===== config.mk =====
export PLATFORM = sky130hd
export DESIGN_NAME = guess_entry
export DESIGN_NICKNAME = d
export VERILOG_FILES = /design/src/rtl/guess_entry.sv
export SDC_FILE = /design/constraint.sdc
export NUM_CORES = 1
export LEC_CHECK = 0
export ABC_AREA = 0
export BUFFER_PORTS_ARGS = -buffer_cell sky130_fd_sc_hd__buf_2
export CAP_MARGIN = 20
export CORE_MARGIN = 1
export CORE_UTILIZATION = 40
export CTS_BUF_LIST = sky130_fd_sc_hd__clkbuf_4
export DETAILED_ROUTE_END_ITERATION = 8
export PLACE_DENSITY = 0.68
export SLEW_MARGIN = 20
export SYNTH_ARGS = -nofsm -noshare
export SYNTH_HDL_FRONTEND = slang
export SYNTH_SLANG_ARGS = --single-unit

===== constraint.sdc =====
create_clock -name clk -period 3.4 [get_ports clk]
set_input_delay 0.17 -clock clk [delete_from_list [all_inputs] [get_ports clk]]
set_output_delay 0.17 -clock clk [all_outputs]
set_load 0.05 [all_outputs]

===== src/rtl/guess_entry.sv =====
// Guess entry front end: synchronises and debounces the key pad and enter button,
// builds a two-digit decimal value and commits it on enter.
module guess_entry #(
    parameter int DB_CNT = 16,
    parameter int DB_W   = 5
) (
    input  logic       clk,
    input  logic       rst,
    input  logic [9:0] DIP,
    input  logic       enter,
    input  logic       clear,
    output logic [7:0] datain,
    output logic       data_valid,
    output logic [7:0] entry,
    output logic [1:0] ndigits,
    output logic       overflow
);

    typedef enum logic [1:0] {IDLE, ONE, TWO} state_t;

    // {valid, digit}; anything other than exactly one key is "no key"
    function automatic logic [4:0] f_decode(input logic [9:0] k);
        logic [4:0] d;
        case (k)
            10'b0000000001: d = {1'b1, 4'd0};
            10'b0000000010: d = {1'b1, 4'd9};
            10'b0000000100: d = {1'b1, 4'd8};
            10'b0000001000: d = {1'b1, 4'd7};
            10'b0000010000: d = {1'b1, 4'd6};
            10'b0000100000: d = {1'b1, 4'd5};
            10'b0001000000: d = {1'b1, 4'd4};
            10'b0010000000: d = {1'b1, 4'd3};
            10'b0100000000: d = {1'b1, 4'd2};
            10'b1000000000: d = {1'b1, 4'd1};
            default:        d = 5'd0;
        endcase
        return d;
    endfunction

    logic [9:0]      r_dip_s1, r_dip_s2, r_dip_cand, r_dip_db, r_dip_prev;
    logic            r_ent_s1, r_ent_s2, r_ent_cand, r_ent_db, r_ent_prev;
    logic            r_clr_s1, r_clr_s2;
    logic [DB_W-1:0] r_dip_cnt, r_ent_cnt;

    state_t     r_state, w_state_nxt;
    logic [6:0] r_entry, w_entry_nxt;
    logic [1:0] r_ndigits, w_ndigits_nxt;
    logic       r_overflow, w_overflow_nxt;
    logic [7:0] r_datain, w_datain_nxt;
    logic       r_valid, w_valid_nxt;

    logic [4:0] w_dec;
    logic       w_key_evt, w_ent_evt;
    logic [7:0] w_acc_x10;

    // Synchroniser and debounce stage. The candidate load clock counts as the
    // first stable clock, so the debounced value loads DB_CNT synced clocks in.
    always_ff @(posedge clk or negedge rst) begin
        if (!rst) begin
            r_dip_s1   <= '0;
            r_dip_s2   <= '0;
            r_dip_cand <= '0;
            r_dip_db   <= '0;
            r_dip_prev <= '0;
            r_dip_cnt  <= '0;
            r_ent_s1   <= 1'b0;
            r_ent_s2   <= 1'b0;
            r_ent_cand <= 1'b0;
            r_ent_db   <= 1'b0;
            r_ent_prev <= 1'b0;
            r_ent_cnt  <= '0;
            r_clr_s1   <= 1'b0;
            r_clr_s2   <= 1'b0;
        end else begin
            r_dip_s1   <= DIP;
            r_dip_s2   <= r_dip_s1;
            r_ent_s1   <= enter;
            r_ent_s2   <= r_ent_s1;
            r_clr_s1   <= clear;
            r_clr_s2   <= r_clr_s1;
            r_dip_prev <= r_dip_db;
            r_ent_prev <= r_ent_db;

            if (r_dip_s2 != r_dip_cand) begin
                r_dip_cand <= r_dip_s2;
                r_dip_cnt  <= '0;
            end else if (r_dip_cnt == DB_W'(DB_CNT - 2)) begin
                r_dip_db <= r_dip_cand;
            end else begin
                r_dip_cnt <= r_dip_cnt + 1'b1;
            end

            if (r_ent_s2 != r_ent_cand) begin
                r_ent_cand <= r_ent_s2;
                r_ent_cnt  <= '0;
            end else if (r_ent_cnt == DB_W'(DB_CNT - 2)) begin
                r_ent_db <= r_ent_cand;
            end else begin
                r_ent_cnt <= r_ent_cnt + 1'b1;
            end
        end
    end

    // A key only counts when the pad was fully released before it
    assign w_dec     = f_decode(r_dip_db);
    assign w_key_evt = (r_dip_prev == 10'd0) && w_dec[4];
    assign w_ent_evt = r_ent_db && !r_ent_prev;
    assign w_acc_x10 = 8'(r_entry) * 8'd10 + 8'(w_dec[3:0]);

    always_comb begin
        w_state_nxt    = r_state;
        w_entry_nxt    = r_entry;
        w_ndigits_nxt  = r_ndigits;
        w_overflow_nxt = r_overflow;
        w_datain_nxt   = r_datain;
        w_valid_nxt    = 1'b0;
        if (r_clr_s2) begin
            w_state_nxt    = IDLE;
            w_entry_nxt    = '0;
            w_ndigits_nxt  = '0;
            w_overflow_nxt = 1'b0;
        end else if (w_ent_evt) begin
            w_datain_nxt   = {1'b0, r_entry};
            w_valid_nxt    = 1'b1;
            w_state_nxt    = IDLE;
            w_entry_nxt    = '0;
            w_ndigits_nxt  = '0;
            w_overflow_nxt = 1'b0;
        end else if (w_key_evt) begin
            case (r_state)
                IDLE: begin
                    if (w_dec[3:0] != 4'd0) begin
                        w_entry_nxt   = {3'b000, w_dec[3:0]};
                        w_ndigits_nxt = 2'd1;
                        w_state_nxt   = ONE;
                    end
                end
                ONE: begin
                    w_entry_nxt   = w_acc_x10[6:0];
                    w_ndigits_nxt = 2'd2;
                    w_state_nxt   = TWO;
                end
                TWO:     w_overflow_nxt = 1'b1;
                default: w_state_nxt = IDLE;
            endcase
        end
    end

    // Accumulator / commit stage
    always_ff @(posedge clk or negedge rst) begin
        if (!rst) begin
            r_state    <= IDLE;
            r_entry    <= '0;
            r_ndigits  <= '0;
            r_overflow <= 1'b0;
            r_datain   <= '0;
            r_valid    <= 1'b0;
        end else begin
            r_state    <= w_state_nxt;
            r_entry    <= w_entry_nxt;
            r_ndigits  <= w_ndigits_nxt;
            r_overflow <= w_overflow_nxt;
            r_datain   <= w_datain_nxt;
            r_valid    <= w_valid_nxt;
        end
    end

    assign datain     = r_datain;
    assign data_valid = r_valid;
    assign entry      = {1'b0, r_entry};
    assign ndigits    = r_ndigits;
    assign overflow   = r_overflow;

endmodule


Word level (Yosys, flattened, before mapping)
Index checks and enable logic that the tools add are counted.
{"block": "word_totals", "output_inout_bits": 20, "wordCells": 87, "register_bits": 87}
{"block": "op_classes", "reduce_logical": 15, "mux": 25, "multipliers": 1, "addsub": 3, "eq_ne": 20, "bitwise": 3}
{"op": "case mux 5 bit (10 select lines)", "n": 1}
{"op": "2-to-1 mux 7 bit", "n": 4}
{"op": "2-to-1 mux 5 bit", "n": 4}
{"op": "2-to-1 mux 2 bit", "n": 7}
{"op": "case mux 7 bit (2 select lines)", "n": 1}
{"op": "adder 5 x 1 -> 5 bit, second input constant", "n": 2}
{"op": "== test 10 x 1 -> 1 bit, second input constant", "n": 1}
{"op": "== test 10 bit, second input constant", "n": 1}
{"op": "== test 10 x 2 -> 1 bit, second input constant", "n": 1}
{"op": "== test 10 x 3 -> 1 bit, second input constant", "n": 1}
{"op": "== test 10 x 4 -> 1 bit, second input constant", "n": 1}
{"op": "== test 10 x 5 -> 1 bit, second input constant", "n": 1}
{"op": "== test 10 x 6 -> 1 bit, second input constant", "n": 1}
{"op": "== test 10 x 7 -> 1 bit, second input constant", "n": 1}
{"op": "== test 10 x 8 -> 1 bit, second input constant", "n": 1}
{"op": "== test 10 x 9 -> 1 bit, second input constant", "n": 1}
{"op": "== test 5 x 4 -> 1 bit, second input constant", "n": 2}
{"op": "zero test 10 bit", "n": 1}
{"op": "!= test 10 bit", "n": 1}
{"op": "AND reduction 2 bit", "n": 4}
{"op": "nonzero test 4 bit", "n": 2}
{"op": "adder 7 x 4 -> 7 bit", "n": 1}
{"op": "multiplier 7 x 3 -> 6 bit, second input constant", "n": 1}
{"op": "2-to-1 mux 1 bit", "n": 6}
{"op": "14 further kinds", "n": 20}

Depth between registers and ports, before layout
Gate-level depths: netlist of run 1.
{"block": "depth", "ltp_word": 8, "ltp_mapped": 11}

Worst setup path after synthesis of run 1
OpenSTA, ideal clock, no wires.
{"block": "synth_timing", "path_kind": "flip-flop to flip-flop", "startpoint": "reg r_dip_db[3]", "endpoint": "reg r_entry[2]", "path_stages_with_launch": 10, "path_slack_ns": 0.736, "path_buffers": 1, "required_time_ns": 3.299, "arrival_ns": 2.563, "path_cell_list": "dfrtp_1 buf_6 or4_4 nor4_1 a31o_2 ha_1 inv_1 fa_1 mux2_1 o32ai_1"}
{"block": "synth_via", "elab_chain_len": 7}
{"item": "start, declared", "line": "40", "text": "logic [9:0] r_dip_s1, r_dip_s2, r_dip_cand, r_dip_db, r_dip_prev;"}
{"item": "start signal, assigned", "line": "88", "text": "r_dip_db <= r_dip_cand;"}
{"item": "== test 10 bit (tied with other cells)", "line": "24", "text": "case (k)"}
{"item": "case mux 5 bit (10 select lines) *", "line": "24"}
{"item": "adder 7 x 4 -> 7 bit or 2-to-1 mux 7 bit (tied branches)", "line": "108, 132"}
{"item": "case mux 7 bit (2 select lines)", "line": "130", "text": "case (r_state)"}
{"item": "2-to-1 mux 7 bit", "line": "129", "text": "end else if (w_key_evt) begin"}
{"item": "2-to-1 mux 7 bit", "line": "122", "text": "end else if (w_ent_evt) begin"}
{"item": "2-to-1 mux 7 bit", "line": "117", "text": "if (r_clr_s2) begin"}
{"item": "end signal, assigned", "line": "160", "text": "r_entry <= w_entry_nxt;"}
{"item": "end, declared", "line": "46", "text": "logic [6:0] r_entry, w_entry_nxt;"}
Mark *: on every way between the ends. The rest lies on a longest branch, timed or not. The select of a mux whose other input is x is not followed.
A chain may end at the register's enable or synchronous reset.

Final worst setup path of run 1
Ends and elaborated chain as after synthesis.

==> metrics, run 1 <==
status=completed; Worst setup SP type=register; Die Wd=98.4 µm; pin count of the biggest net entering global routing=88; sequential fraction of the synthesis area=58.6%; iteration count of the initial detailed-routing pass=6; PortBufs=31; Synthesis Warnings=0; FMAX=340 MHz; share of the synthesized area in the top cell type=58.6%; number of flops mapped to enable cells by yosys=0; Final Hold Viols=0; MaxCap Viol Count=0; Max Transition Viols Final=0; Row Count=34; fin crit share=86.5%; diodes inserted=0; CTS Sinks=87; chip height=98.4 µm; Yosys top cell by area=dfrtp_1; Slew @ Worst Pin=0.755 ns; fin crit period=2.94 ns; Crit path largest cell delay=0.58 ns; Avg Cell Area, Syn=12.3 µm²; CP Buf/Inv Count=1; P_leak=1.93 nW; VDD IR max=0.239 mV; CTS buffer count=9; H-tree Lvls=3; Vias/cell=5.03; Hold Crit Class=in2async; Final setup viols=0; I/O pin count=34; root buffer cell=clkbuf_4; Netlist cell types=53; setup TNS=0 ns; crit-path cells=or4_4 > nor4_1 > a31o_2 > ha_1 > inv_1 > fa_1 > mux2_1 > o32ai_1; Worst Clk Skew=0.0119 ns; Avg WL per Cell=12.9 µm; Post-DP HPWL=3.93 mm; Post CTS Setup Buffer Count=0; all-layer global routing usage=13.9%; Starting Density=42.0%; RSZ-0062 raised after global routing=no; nets=363; synth top area cells=dfrtp_1 59%, mux2_2 4.5%, xnor2_1 3.8%; layout overhead on the synthesized area=12.5%; GP Congestion=0.889; 1st-iter DRT viols=139; Crit-path slowest cell=or4_4; CP Class=reg2reg; hold slack final=0.326 ns; DRC Markers=0; share of cells above drive strength 1=21.4%; DR vias=2260; CP delay by family, top=simple AND/OR/NAND/NOR gates; Core ar.=0.00885 mm²; crit path DAT=3.28 ns; Routed WL=5.81 mm; die area=0.00968 mm²; worst path required time=3.74 ns; Critical Path Sink Type=register; first-pass GRT wire length=10.5 mm; Synth async-reset ratio=100%; Crit Path Max Fanout=11; Slew HR=49.7%; Main synth FF type=dfrtp_1; CTS clk-pin slew, worst paths=0.13 ns; pwr dens=413 mW/mm²; Netlist Area Pre-Place=0.00371 mm²; Gate Count Post-Synth=303; Skew-Pair Late Insertion Delay=0.44 ns; CTS Buffer Depth=2; CTS tree=built; FF+latch count, synth=87; vias in the first global route=2336; Post-DP Area=0.00391 mm²; remaining global-route overflow=0; post-route ant nets=0; initial antenna violation count=0; design area=0.00418 mm²
-- power by group --
group / total, mW / switching (mW) / internal (mW)
sequential: 1.08 / 0.0174 / 1.06
combinational: 0.0733 / 0.0429 / 0.0304
clock: 0.574 / 0.350 / 0.223
total: 1.73 / 0.411 / 1.31
-- registers in the layout (all words and copies together), names as in the netlist, 2 cells and up --
signal,count
r_dip_prev,10
datain,7
r_dip_cnt,5
r_dip_s1,10
r_dip_cand,10
ndigits,2
r_state,2
r_entry,7
r_dip_s2,10
r_ent_cnt,5
r_dip_db,10
-- placed cells by master, fill, tap and decap left out, drive strengths merged, types with 4 or more instances in the layout --
| master | n |
|---|---|
| nor4 | 7 |
| xnor2 | 16 |
| dfrtp | 87 |
| clkinvlp | 4 |
| nor2 | 19 |
| nor3 | 5 |
| a21oi | 4 |
| o22ai | 4 |
| nand2 | 5 |
| buf | 32 |
| o21ai | 15 |
| o32ai | 4 |
| nand3 | 7 |
| inv | 20 |
| mux2 | 16 |
| ha | 11 |
| clkbuf | 9 |
| dlygate4sd3 | 13 |
| nand2b | 4 |
| xor2 | 14 |
-- final timing paths --
| kind | slack (ns) | cells after the start | from | to |
|---|---|---|---|---|
| worst max register to register | 0.46 | 8 | r_dip_db[3]$_DFFE_PN0P_ | r_entry[2]$_DFFE_PN0P_ |
| worst min-delay path | 0.33 | 2 | rst | datain[5]$_DFFE_PN0P_ |
| min in group clk | 0.36 | 2 | DIP[3] | r_dip_s1[3]$_DFF_PN0_ |
| worst max-delay path | 0.46 | 8 | r_dip_db[3]$_DFFE_PN0P_ | r_entry[2]$_DFFE_PN0P_ |
| max in group asynchronous | 2.56 | 2 | rst | r_dip_s1[4]$_DFF_PN0_ |
| worst min register to register | 0.36 | 0 | r_dip_s1[4]$_DFF_PN0_ | r_dip_s2[4]$_DFF_PN0_ |
-- stage by stage --
step / instances / power [mW] / setup slack [ns] / util (%)
floorplan: 304 / 1.13 / 0.736 / -
global placement: 420 / 1.16 / 0.617 / 44.1
detailed placement: 420 / 1.16 / 0.567 / 44.1
CTS: 449 / 1.75 / 0.500 / 47.2
global route: 449 / 1.81 / 0.344 / 47.2
finish: 449 / 1.73 / 0.457 / 47.2
-- layer usage --
| metal | vias to the layer above | GRT usage [%] | share of wire (%) |
|---|---|---|---|
| met5 | - | 0 | 0 |
| met4 | 0 | 8.61 | 2.5 |
| met3 | 15 | 3.15 | 3.0 |
| met2 | 38 | 21.5 | 46 |
| met1 | 1101 | 17.8 | 48 |
| li1 | 1106 | - | - |
-- cell families (layout without fill, tap and decap cells) --
logic type,count (synthesis),after routing,share of synthesized area (%)
compound gates,42,42,8.45
fa+ha+maj,13,13,4.78
buf+inv,43,80,4.98
xor+xnor,30,30,7.07
flops,87,87,58.6
other cells,1,2,0.101
mux,18,18,5.39
simple gates,69,69,10.6
-- layout make-up --
cell class              instances  area, µm²
clock buffers                   9       67.6
clock inverters                 7       72.6
fillers                       812       4670
inverters                      19       71.3
multi-input cells             174       1360
flip-flops and latches         87       2180
well taps                     108        135
repair buffers                 45        299
-- synthesized netlist by cell type, types with 3 or more instances --
master,n
dfrtp_1,87
inv_1,19
nor2_1,19
clkbuf_1,18
xnor2_1,16
mux2_2,15
xor2_1,14
o21ai_0,12
ha_1,11
nand3_1,7
nor4_1,7
nand2_1,5
nor3_1,5
a21oi_1,4
nand2b_1,4
o32ai_1,4
nor2b_1,3
nor3b_1,3
o22ai_1,3
-- repair_timing --
item,4_1_cts,5_1_grt
resized for setup,0,0
hold buffers,13,0
hold endpoints to repair,99,0
Power figures use the tool's default switching activity.
==> run 2: changes to the inputs <==
- PLACE_DENSITY: 0.68 -> not set
- clock period: 3.4 -> 2.6 ns (I/O delays scaled with it)
==> metrics, run 2 (synthesized netlist as in run 1, its figures left out) <==
pwr dens=512 mW/mm² (+24%); crit path DAT=2.85 ns (-0.43 ns); Starting Density=42.0% (unchanged); Skew-Pair Late Insertion Delay=0.45 ns (about the same); 1st-iter DRT viols=135 (-2.9%); Worst Clk Skew=0.0156 ns (+0.00372 ns); hold slack final=0.236 ns (-0.0896 ns); initial antenna violation count=0 (unchanged); Comb pwr share=4.6% (+0.3 points); H-tree Lvls=3 (unchanged); Critical Path Sink Type=register; status=completed; fillers=802 (-1.2%); CTS tree=built; die area=0.00968 mm² (unchanged); vias in the first global route=2245 (-3.9%); first-pass GRT wire length=10.7 mm (+2.0%); Clock power frac=33.3% (about the same); diodes inserted=0 (unchanged); DR vias=2296 (+1.6%); Max Transition Viols Final=0 (unchanged); chip height=98.4 µm (unchanged); iteration count of the initial detailed-routing pass=6 (unchanged); post-route ant nets=0 (unchanged); Slew @ Worst Pin=0.674 ns (-0.0805 ns); CTS buffer count=9 (unchanged); pin count of the biggest net entering global routing=88 (unchanged); CTS Sinks=87 (unchanged); post-layout util=50.1% (+2.9 points); root buffer cell=clkbuf_4; Final setup viols=0 (unchanged); I/O pin count=34 (unchanged); CP Class=reg2reg; PortBufs=31 (unchanged); P_leak=2.07 nW (+6.9%); worst setup path startpoint=r_dip_db[1]$_DFFE_PN0P_; share of cells above drive strength 1=28.3% (+6.9 points); Post-DP HPWL=3.98 mm (+1.3%); FMAX=398 MHz (+17%); remaining global-route overflow=0 (unchanged); GP Congestion=0.808 (-9.2%); all-layer global routing usage=14.2% (+0.29 points); worst reg2reg startpoint=r_dip_db[1]$_DFFE_PN0P_; layout overhead on the synthesized area=19.3%; CTS Buffer Depth=2 (unchanged); commonest cells after routing, fill and taps aside=87 x dfrtp_1, 30 x buf_2, 19 x inv_1; Final Hold Viols=0 (unchanged); CTS clk-pin slew, worst paths=0.16 ns (+0.03 ns); Worst setup SP type=register; Psw=0.608 mW (+48%); fin crit share=96.6% (+10 points); nets=379 (+4.4%); most common cell after layout, fill and taps aside=dfrtp_1; r2r setup slk=0.09 ns (-0.37 ns); Hold Crit Class=in2async; RSZ-0062 raised after global routing=yes; Core ar.=0.00885 mm² (unchanged); Die Wd=98.4 µm (unchanged); Net Sw Frac=26.8% (+3.0 points); Slew HR=54.9% (+5.2 points); Vias/cell=4.94 (-1.9%); cell count of the worst reg-to-reg path=10 (+2); crit path capture=r_entry[6]$_DFFE_PN0P_; Power Internal=1.66 mW (+26%); VDD IR max=0.322 mV (+35%); Crit Path Max Fanout=5 (-6); MaxCap Viol Count=0 (unchanged); fin crit period=2.51 ns (-0.431 ns); Avg WL per Cell=13.3 µm (+2.6%); worst path required time=2.94 ns (-0.80 ns); Seq pwr share=62.2% (-0.3 points); setup TNS=0 ns (unchanged); DRC Markers=0 (unchanged); Routed WL=6.17 mm (+6.3%); reg-to-reg endpoint=r_entry[6]$_DFFE_PN0P_; Row Count=34 (unchanged)
==> run 2: through the flow <==
step | setup slack (ns) | power (mW) | cell area, µm² | instances
after global routing | -0.0380 | 2.38 | 4430 | 465
after CTS | -0.00234 | 2.30 | 4330 | 463
final | 0.0880 | 2.27 | 4430 | 465
after detailed placement | -0.00947 | 1.52 | 4030 | 433
after global placement | 0.0312 | 1.52 | 4030 | 433
after floorplan | 0.0120 | 1.48 | 3730 | 304
==> run 2: power groups by stage <==
stage	clock [mW]	combinational, mW	sequential (mW)
2_1_floorplan	0	0.0490	1.43
3_3_place_gp	0	0.0860	1.44
3_5_place_dp	0	0.0871	1.44
4_1_cts	0.784	0.103	1.41
5_1_grt	0.845	0.117	1.42
6_report	0.755	0.103	1.41
==> run 2: cell type report <==
| class | instances | area [µm²] | area share (%) |
|---|---|---|---|
| Inverter | 19 | 71.3 | 1.61 |
| Clock buffer | 9 | 67.6 | 1.52 |
| Tap cell | 108 | 135 | 3.05 |
| Timing Repair Buffer | 61 | 440 | 9.94 |
| Sequential cell | 87 | 2180 | 49.1 |
| Multi-Input combinational cell | 174 | 1460 | 33.0 |
| Clock inverter | 7 | 78.8 | 1.78 |
==> run 2: repair_timing <==
action | in CTS | in global routing
buffers inserted | 1 | 2
setup endpoints to repair | 3 | 10
pin swaps | 2 | 4
hold buffers | 13 | 0
endpoints found under the hold margin | 99 | 0
gates resized for setup | 2 | 14
==> run 2: worst max-delay path, cell delays in order (launching register included) <==
cell and delay [ns]:
dfrtp_1 0.41, or4_4 0.60, a2111oi_4 0.30, o21ai_2 0.13
inv_1 0.07, ha_1 0.21, a21o_1 0.16, a21oi_2 0.13
nor3b_1 0.07, xnor2_1 0.20, o22ai_2 0.11
==> run 2: worst min-delay path by stage <==
stage	to	depth (start not counted)
3_5_place_dp	r_dip_cnt[2]$_DFFE_PN0N_	2
5_1_grt	r_dip_cnt[0]$_DFFE_PN0N_	3
4_1_cts	r_dip_cnt[0]$_DFFE_PN0N_	3
6_report	r_dip_cnt[2]$_DFFE_PN0N_	3
2_1_floorplan	data_valid$_DFF_PN0_	0
3_3_place_gp	r_dip_cnt[2]$_DFFE_PN0N_	2
==> run 2: per-layer routing <==
layer / vias to the layer above / track usage [%] / routed length, µm
li1: 1133 / - / -
met1: 1122 / 20.2 / 3130
met2: 32 / 20.7 / 2770
met3: 9 / 3.51 / 165
met4: 0 / 5.86 / 108
met5: - / 0 / 0
==> run 3: changes to the inputs <==
- CORE_UTILIZATION: 40 -> 50
- PLACE_DENSITY: not set -> 0.72
==> metrics, run 3 (synthesized netlist as in run 1, its figures left out) <==
I/O pin count=34 (unchanged); reg-to-reg endpoint=r_entry[2]$_DFFE_PN0P_; chip height=88.2 µm (-10%); CTS clk-pin slew, worst paths=0.14 ns (-0.02 ns); share of cells above drive strength 1=26.0% (-2.3 points); Skew-Pair Late Insertion Delay=0.42 ns (-0.03 ns); CTS tree=built; Worst Clk Skew=0.0158 ns (+0.000160 ns); worst path required time=2.93 ns (about the same); root buffer cell=clkbuf_4; Critical Path Sink Type=register; Psw=0.529 mW (-13%); Core ar.=0.00721 mm² (-18%); Slew HR=49.1% (-5.8 points); diodes inserted=0 (unchanged); 1st-iter DRT viols=118 (-13%); Sequential Area=0.00218 mm² (unchanged); area of the multi-input gates=0.00142 mm² (-2.7%); Worst setup SP type=register; first-pass GRT wire length=10.0 mm (-6.6%); CP Class=reg2reg; worst reg2reg startpoint=r_dip_db[3]$_DFFE_PN0P_; hold slack final=0.297 ns (+0.0607 ns); pwr dens=525 mW/mm² (+2.5%); CTS buffer count=9 (unchanged); nets=376 (-0.79%); post-layout util=60.0% (+9.9 points); Hold Crit Class=in2async; Clock power frac=33.7% (+0.4 points); MaxCap Viol Count=0 (unchanged); Vias/cell=5.07 (+2.6%); crit path DAT=2.86 ns (about the same); layout overhead on the synthesized area=16.6%; commonest cells after routing, fill and taps aside=87 x dfrtp_1, 30 x buf_2, 19 x inv_1, 19 x nor2_1, 16 x xnor2_1; Routed WL=5.95 mm (-3.6%); VDD IR max=0.326 mV (+1.2%); Net Sw Frac=23.3% (-3.5 points); Avg WL per Cell=13.1 µm (-1.1%); r2r setup slk=0.07 ns (about the same); all-layer global routing usage=17.1% (+2.9 points); Final Hold Viols=0 (unchanged); setup TNS=0 ns (unchanged); Final setup viols=0 (unchanged); DR vias=2295 (-0.044%); iteration count of the initial detailed-routing pass=4 (-2); Row Count=31 (-8.8%); fillers=607 (-24%); initial antenna violation count=0 (unchanged); fin crit share=97.1% (+0.50 points); DRC Markers=0 (unchanged); post-route ant nets=0 (unchanged); Power Internal=1.74 mW (+5.0%); Crit Path Max Fanout=5 (unchanged); P_leak=2.01 nW (-2.8%); fin crit period=2.53 ns (+0.0131 ns); cell count of the worst reg-to-reg path=8 (-2); CTS Buffer Depth=2 (unchanged); Seq pwr share=62.1% (about the same); Post-DP HPWL=3.93 mm (-1.2%); vias in the first global route=2147 (-4.4%); most common cell after layout, fill and taps aside=dfrtp_1; Max Transition Viols Final=0 (unchanged); status=completed; Die Wd=88.2 µm (-10%); die area=0.00778 mm² (-20%); Comb pwr share=4.3% (-0.3 points); remaining global-route overflow=0 (unchanged); CTS Sinks=87 (unchanged); FMAX=396 MHz (-0.52%); H-tree Lvls=3 (unchanged); Slew @ Worst Pin=0.763 ns (+0.0888 ns); RSZ-0062 raised after global routing=yes; GP Congestion=0.829 (+2.6%); pin count of the biggest net entering global routing=88 (unchanged); PortBufs=31 (unchanged); Starting Density=51.5% (+9.5 points)
[run 3: cell types whose count changed in the layout (fill, tap and decap cells not counted), moves of 2 or more]
| cell | delta |
|---|---|
| buf_12 | -2 |
| clkinv_4 | -3 |
| clkinvlp_4 | +2 |
| clkinv_8 | -2 |
| clkbuf_4 | +2 |
| buf_4 | -2 |
[run 3: area by class of cell]
class | count | area share (%)
sequential | 87 | 50.3
inverter | 19 | 1.65
clock inverter | 5 | 1.33
timing repair buffer | 58 | 9.16
tap | 99 | 2.86
multi-input combinational | 174 | 32.8
clock buffer | 11 | 1.91
[run 3: metrics by stage]
step	power (mW)	cell area, µm²	setup WS [ns]	cells
5_1_grt	2.37	4330	-0.0116	453
2_1_floorplan	1.48	3730	0.0120	304
6_report	2.27	4330	0.0749	453
3_3_place_gp	1.52	4000	0.0451	423
3_5_place_dp	1.52	4000	-0.0205	423
4_1_cts	2.29	4270	0.00403	452
[run 3: worst max-delay path by stage]
stage,from,end,slack [ns],cells past startpoint
after global routing,r_dip_db[3]$_DFFE_PN0P_,r_entry[4]$_DFFE_PN0P_,-0.01,10
after global placement,r_dip_db[1]$_DFFE_PN0P_,r_entry[2]$_DFFE_PN0P_,0.05,8
after floorplan,r_dip_db[3]$_DFFE_PN0P_,r_entry[2]$_DFFE_PN0P_,0.01,9
after detailed placement,r_dip_db[1]$_DFFE_PN0P_,r_entry[2]$_DFFE_PN0P_,-0.02,8
after CTS,r_dip_db[3]$_DFFE_PN0P_,r_entry[4]$_DFFE_PN0P_,0.004,10
final,r_dip_db[3]$_DFFE_PN0P_,r_entry[2]$_DFFE_PN0P_,0.07,8
[run 3: power by group through the flow]
stage | Sequential [mW] | Combinational (mW) | Clock (mW)
2_1_floorplan | 1.43 | 0.0490 | 0
3_3_place_gp | 1.43 | 0.0806 | 0
6_report | 1.41 | 0.0969 | 0.765
3_5_place_dp | 1.44 | 0.0831 | 0
4_1_cts | 1.41 | 0.0982 | 0.781
5_1_grt | 1.42 | 0.112 | 0.843
[run 3: per-layer routing]
metal	vias to the layer above	GRT usage, %	wire length, µm
met5	-	0	0
met4	0	8.80	116
met3	9	3.96	172
met2	43	25.1	2680
met1	1115	23.8	2980
li1	1128	-	-
[run 3: critical path, cell delays in order (launching register included)]
cell and delay, ns:
dfrtp_1 0.40, or4_4 0.61, nor4_4 0.18, a31o_2 0.18, ha_4 0.13, inv_1 0.04
fa_2 0.39, mux2_1 0.30, o32ai_1 0.21
[run 3: what timing repair did]
action | CTS | global route
pin swaps | 2 | 3
resized for setup | 0 | 9
hold buffers | 13 | 0
setup buffers | 0 | 1
setup endpoints to repair | 3 | 6
hold endpoints to repair | 99 | 0
